===== config.mk =====
export PLATFORM = sky130hd
export DESIGN_NAME = serial_add_seq
export DESIGN_NICKNAME = d
export VERILOG_FILES = /design/src/rtl/serial_add_pkg.sv /design/src/rtl/serial_shift_reg.sv /design/src/rtl/serial_add_seq.sv
export SDC_FILE = /design/constraint.sdc
export NUM_CORES = 1
export LEC_CHECK = 0
export ABC_CLOCK_PERIOD_IN_PS = 1700
export BUFFER_PORTS_ARGS = -buffer_cell sky130_fd_sc_hd__buf_2
export CAP_MARGIN = 40
export CORE_MARGIN = 2
export CORE_UTILIZATION = 45
export CTS_BUF_LIST = sky130_fd_sc_hd__clkbuf_4 sky130_fd_sc_hd__clkbuf_8 sky130_fd_sc_hd__clkbuf_16
export DETAILED_ROUTE_END_ITERATION = 8
export GPL_TIMING_DRIVEN = 0
export PLACE_DENSITY = 0.67
export SLEW_MARGIN = 20
export SYNTH_ARGS = -nofsm -noshare
export SYNTH_HDL_FRONTEND = slang
export SYNTH_SLANG_ARGS = --single-unit

===== constraint.sdc =====
create_clock -name clk -period 1.7 [get_ports clk]
set_input_delay 0.17 -clock clk [delete_from_list [all_inputs] [get_ports clk]]
set_output_delay 0.17 -clock clk [all_outputs]
set_load 0.005 [all_outputs]

===== src/rtl/serial_add_pkg.sv =====
// rtl/serial_add_pkg.sv - shared state encoding and cell idle level for the serial add sequencer
package serial_add_pkg;

    typedef enum logic [1:0] {
        IDLE = 2'd0,
        RUN  = 2'd1,
        DONE = 2'd2
    } state_t;

    localparam logic CELL_IDLE_LVL = 1'b1;

endpackage


===== src/rtl/serial_shift_reg.sv =====
// rtl/serial_shift_reg.sv - parallel-load, shift-right register with serial input at the MSB
module serial_shift_reg #(
    parameter int WIDTH = 8
) (
    input  logic             clk,
    input  logic             rst_n,
    input  logic             load,
    input  logic [WIDTH-1:0] load_data,
    input  logic             shift,
    input  logic             sin,
    output logic [WIDTH-1:0] q
);

    always_ff @(posedge clk) begin
        if (!rst_n) begin
            q <= '0;
        end else if (load) begin
            q <= load_data;
        end else if (shift) begin
            q <= {sin, q[WIDTH-1:1]};
        end
    end

endmodule


===== src/rtl/serial_add_seq.sv =====
// rtl/serial_add_seq.sv - bit-serial add sequencer driving an external active-low full-adder cell
module serial_add_seq
    import serial_add_pkg::*;
#(
    parameter int WIDTH = 8
) (
    input  logic             clk,
    input  logic             rst_n,
    input  logic             start,
    input  logic [WIDTH-1:0] a,
    input  logic [WIDTH-1:0] b,
    input  logic             cin,
    output logic             adder_a_n,
    output logic             adder_b_n,
    output logic             adder_cin_n,
    input  logic             adder_s,
    input  logic             adder_cout,
    output logic             busy,
    output logic             done,
    output logic [WIDTH-1:0] sum,
    output logic             cout
);

    localparam int CW = (WIDTH > 1) ? $clog2(WIDTH) : 1;

    state_t           state, state_nxt;
    logic             load;
    logic             shift;
    logic             last;
    logic [CW-1:0]    cnt;
    logic             carry;
    logic [WIDTH-1:0] a_q;
    logic [WIDTH-1:0] b_q;
    logic [WIDTH-1:0] res_q;
    logic             unused;

    assign load  = (state == IDLE) && start;
    assign shift = (state == RUN);
    assign last  = shift && (cnt == CW'(WIDTH - 1));

    serial_shift_reg #(.WIDTH(WIDTH)) u_a_sh (
        .clk       (clk),
        .rst_n     (rst_n),
        .load      (load),
        .load_data (a),
        .shift     (shift),
        .sin       (1'b0),
        .q         (a_q)
    );

    serial_shift_reg #(.WIDTH(WIDTH)) u_b_sh (
        .clk       (clk),
        .rst_n     (rst_n),
        .load      (load),
        .load_data (b),
        .shift     (shift),
        .sin       (1'b0),
        .q         (b_q)
    );

    // Result enters at the MSB so after WIDTH shifts the first sum bit sits at bit 0.
    serial_shift_reg #(.WIDTH(WIDTH)) u_res_sh (
        .clk       (clk),
        .rst_n     (rst_n),
        .load      (load),
        .load_data ('0),
        .shift     (shift),
        .sin       (adder_s),
        .q         (res_q)
    );

    assign unused = ^{a_q[WIDTH-1:1], b_q[WIDTH-1:1], res_q[0]};

    always_ff @(posedge clk) begin
        if (!rst_n) begin
            state <= IDLE;
        end else begin
            state <= state_nxt;
        end
    end

    always_comb begin
        state_nxt   = state;
        adder_a_n   = CELL_IDLE_LVL;
        adder_b_n   = CELL_IDLE_LVL;
        adder_cin_n = CELL_IDLE_LVL;
        busy        = 1'b0;
        done        = 1'b0;
        case (state)
            IDLE: begin
                if (start) begin
                    state_nxt = RUN;
                end
            end
            RUN: begin
                busy        = 1'b1;
                adder_a_n   = ~a_q[0];
                adder_b_n   = ~b_q[0];
                adder_cin_n = ~carry;
                if (last) begin
                    state_nxt = DONE;
                end
            end
            DONE: begin
                busy      = 1'b1;
                done      = 1'b1;
                state_nxt = IDLE;
            end
            default: begin
                state_nxt = IDLE;
            end
        endcase
    end

    // sum/cout are cleared on accept and written only on the final bit edge.
    always_ff @(posedge clk) begin
        if (!rst_n) begin
            carry <= 1'b0;
            cnt   <= '0;
            sum   <= '0;
            cout  <= 1'b0;
        end else if (load) begin
            carry <= cin;
            cnt   <= '0;
            sum   <= '0;
            cout  <= 1'b0;
        end else if (shift) begin
            carry <= adder_cout;
            cnt   <= cnt + CW'(1);
            if (last) begin
                sum  <= {adder_s, res_q[WIDTH-1:1]};
                cout <= adder_cout;
            end
        end
    end

endmodule


==> results.sh <==
export IMPL_ys_seq_area_share_pct=45.8
export IMPL_grt_max_degree=13
export IMPL_outcome="finished, final reports clean"
export IMPL_p_leak_uw=0.000830
export IMPL_grt_usage_pct=17.8
export IMPL_fill_cells=356
export IMPL_min_period_over_period_pct=91.9
export IMPL_hold_buffers=0
export IMPL_fin_crit_ns=1.56
export IMPL_io_pins=36
export IMPL_rrSetupSlack_ns=0.31
export IMPL_grt_pass1_vias=1301
export IMPL_post_cts_setup_buffers=0
export IMPL_cts_tree="built"
export IMPL_syn_nets=198
export IMPL_antenna_found_initial=0
export IMPL_die_y_microns=64.7
export IMPL_yosys_area_top_type="dfxtp_1"
export IMPL_drt_initial_drc_count=71
export IMPL_syn_to_final_growth_pct=19.9
export IMPL_critPathKind="reg2out"
export IMPL_hp_class="in2reg"
export IMPL_vias_per_cell=4.93
export IMPL_grt_setup_unrepaired="no"
export IMPL_overflow=0
export IMPL_numCtsBuffers=5
export IMPL_synthTopCellsByArea="dfxtp_1 (46%), mux2i_1 (15%), a21oi_1 (7.5%)"
export IMPL_ys_warn_count=0
export IMPL_cp_max_fo=10
export IMPL_min_path_cells=3
export IMPL_endpoint_kind="output port"
export IMPL_cp_start_kind="flip-flop"
export IMPL_drc=0
export IMPL_avgRoutedWirePerCell_microns=12.6
export IMPL_routed_wl_microns=3280
export IMPL_drtPass1Iterations=4
export IMPL_final_cells=261
export IMPL_fin_worst_skew_ns=0.00563
export IMPL_antenna_cells=0
export IMPL_reg2reg_depth=6
export IMPL_synth_most_common_cell="dfxtp_1"
export IMPL_min_delay_start="a[7]"
export IMPL_max_freq_mhz=640
export IMPL_clkSinkCount=38
export IMPL_synth_cells=170
export IMPL_async_flop_share_pct=0
export IMPL_ys_flop_type="dfxtp_1"
export IMPL_portBuffers=35
export IMPL_r2r_end="sum[0]$_SDFFE_PP0P_"
export IMPL_reg2reg_from="cnt[0]$_SDFFE_PP0P_"
export IMPL_clk_latency_ns=0.29
export IMPL_power_density_nw_per_um2=1230
export IMPL_num_vias=1286
export IMPL_cts_max_path_buffers=2
export IMPL_setup_viol=0
export IMPL_start_util_pct=46.0
export IMPL_antenna_left=0
export IMPL_die_width_microns=64.7
export IMPL_place_inst=253
export IMPL_clkTransAtPathRegs_ns=0.07
export IMPL_ys_top_cells_by_count="dfxtp_1 (38), a21oi_1 (25), mux2i_1 (25)"
export IMPL_layout_nets=240
export IMPL_synth_top_area_share_pct=45.8
export IMPL_cts_resized=0
export IMPL_hpwl_microns=2370
export IMPL_cts_root_buf="clkbuf_8"
export IMPL_peakVddDrop_mv=0.527
export IMPL_hold_end="u_a_sh.q[7]$_SDFFE_PN0P_"
export IMPL_max_slew_margin_rel_pct=89.0
export IMPL_worst_pin_slew_ns=0.160
export IMPL_ys_seq_elements=38
export IMPL_rows=22
export IMPL_critPathArrivalTime_ns=1.39
export IMPL_cts_max_level=2
export IMPL_worstPathRequired_ns=1.53
export IMPL_core_area_sq_um=3610
export IMPL_syn_avg_cell_area_sq_um=9.77
export IMPL_yosysUniqueCellTypes=22
export IMPL_grt_pass1_wl_microns=5680
export IMPL_fin_setup_tns_ns=0
export IMPL_slew_viol_final=0
export IMPL_die_area_sq_um=4190
export IMPL_synth_area_sq_um=1660
export IMPL_synth_edff_count=0
export IMPL_gp_congestion=0.766
export IMPL_cap_violations=0
export IMPL_drive_gt1_share_pct=27.7
export IMPL_hold_viol=0
-- flip-flops by register name, summed over array words and instances (netlist names) --
signal / count
sum: 8
u_a_sh.q: 8
u_b_sh.q: 8
u_res_sh.q: 7
cnt: 3
state: 2
carry: 1
cout: 1
-- placed cells by master (no fill, tap or decap), types with 2 or more instances in the layout --
cell      count
inv_1         3
nand3b_1      2
buf_6         5
nand2_4       2
buf_12        2
buf_4         2
a21boi_1      2
ha_1          6
a21oi_1      25
nand3_1      11
nor2_1       10
mux2i_1      25
o21ai_1      15
buf_2        37
nand2_1      14
clkbuf_8      6
dfxtp_1      38
-- cell type report --
cell class,instances,area (sq um),area share [%]
multi-input combinational,117,762,38.3
inverter,3,11.3,0.566
clock buffer,6,82.6,4.15
tap,48,60.1,3.02
timing repair buffer,35,175,8.80
buffer,12,126,6.35
sequential,38,761,38.2
clock inverter,2,12.5,0.629
-- how the worst max path moves through the flow --
stage	startpoint	end	slack, ns
after floorplan	cnt[0]$_SDFFE_PP0P_	cout$_SDFFE_PP0P_	0.49
after global placement	cnt[0]$_SDFFE_PP0P_	sum[7]$_SDFFE_PP0P_	0.36
after detailed placement	cnt[0]$_SDFFE_PP0P_	sum[7]$_SDFFE_PP0P_	0.31
after CTS	state[1]$_SDFFE_PN0P_	adder_a_n	0.11
after global routing	state[1]$_SDFFE_PN0P_	adder_a_n	0.05
final	state[1]$_SDFFE_PN0P_	adder_a_n	0.14
-- routing by layer --
layer / part of all wire (%) / vias to the layer above / wire, microns / track usage, %
met5: 0 / - / 0 / 0
met4: 1.9 / 0 / 62 / 7.98
met3: 4.6 / 6 / 150 / 5.21
met2: 51 / 26 / 1660 / 31.1
met1: 43 / 585 / 1410 / 20.0
li1: - / 669 / - / -
-- critical path: stages (launching register included) --
cell and delay, ns:
dfxtp_1 0.32, inv_1 0.10, ha_1 0.17, buf_6 0.14, buf_4 0.18, nand2_1 0.06, buf_2 0.12
-- cell families after synthesis --
logic type | share of synthesized area [%]
multiplexers | 15.1
AO/OA/AOI/OAI | 13.9
adder cells (fa/ha/maj) | 4.52
AND/OR/NAND/NOR | 11.9
XOR/XNOR | 0.528
flip-flops | 45.8
buffers and inverters | 8.29
-- stage by stage --
stage	worst slack [ns]	utilization, %	hold slack (ns)	area (sq um)	power (uW)
after floorplan	0.491	-	0.316	1660	1660
after global placement	0.362	52.6	0.426	1900	1800
after detailed placement	0.307	52.6	0.437	1900	1830
after CTS	0.111	55.2	0.130	1990	2470
after global routing	0.0500	55.2	0.136	1990	2590
final	0.138	55.2	0.127	1990	2440
-- where the power goes --
| part | internal (uW) | leakage (uW) | switching, uW |
|---|---|---|---|
| Combinational | 378 | 0.000472 | 378 |
| Clock | 326 | 0.0000472 | 319 |
| Sequential | 987 | 0.000310 | 56.7 |
| Total | 1690 | 0.000830 | 753 |
(Power assumes the default switching activity.)
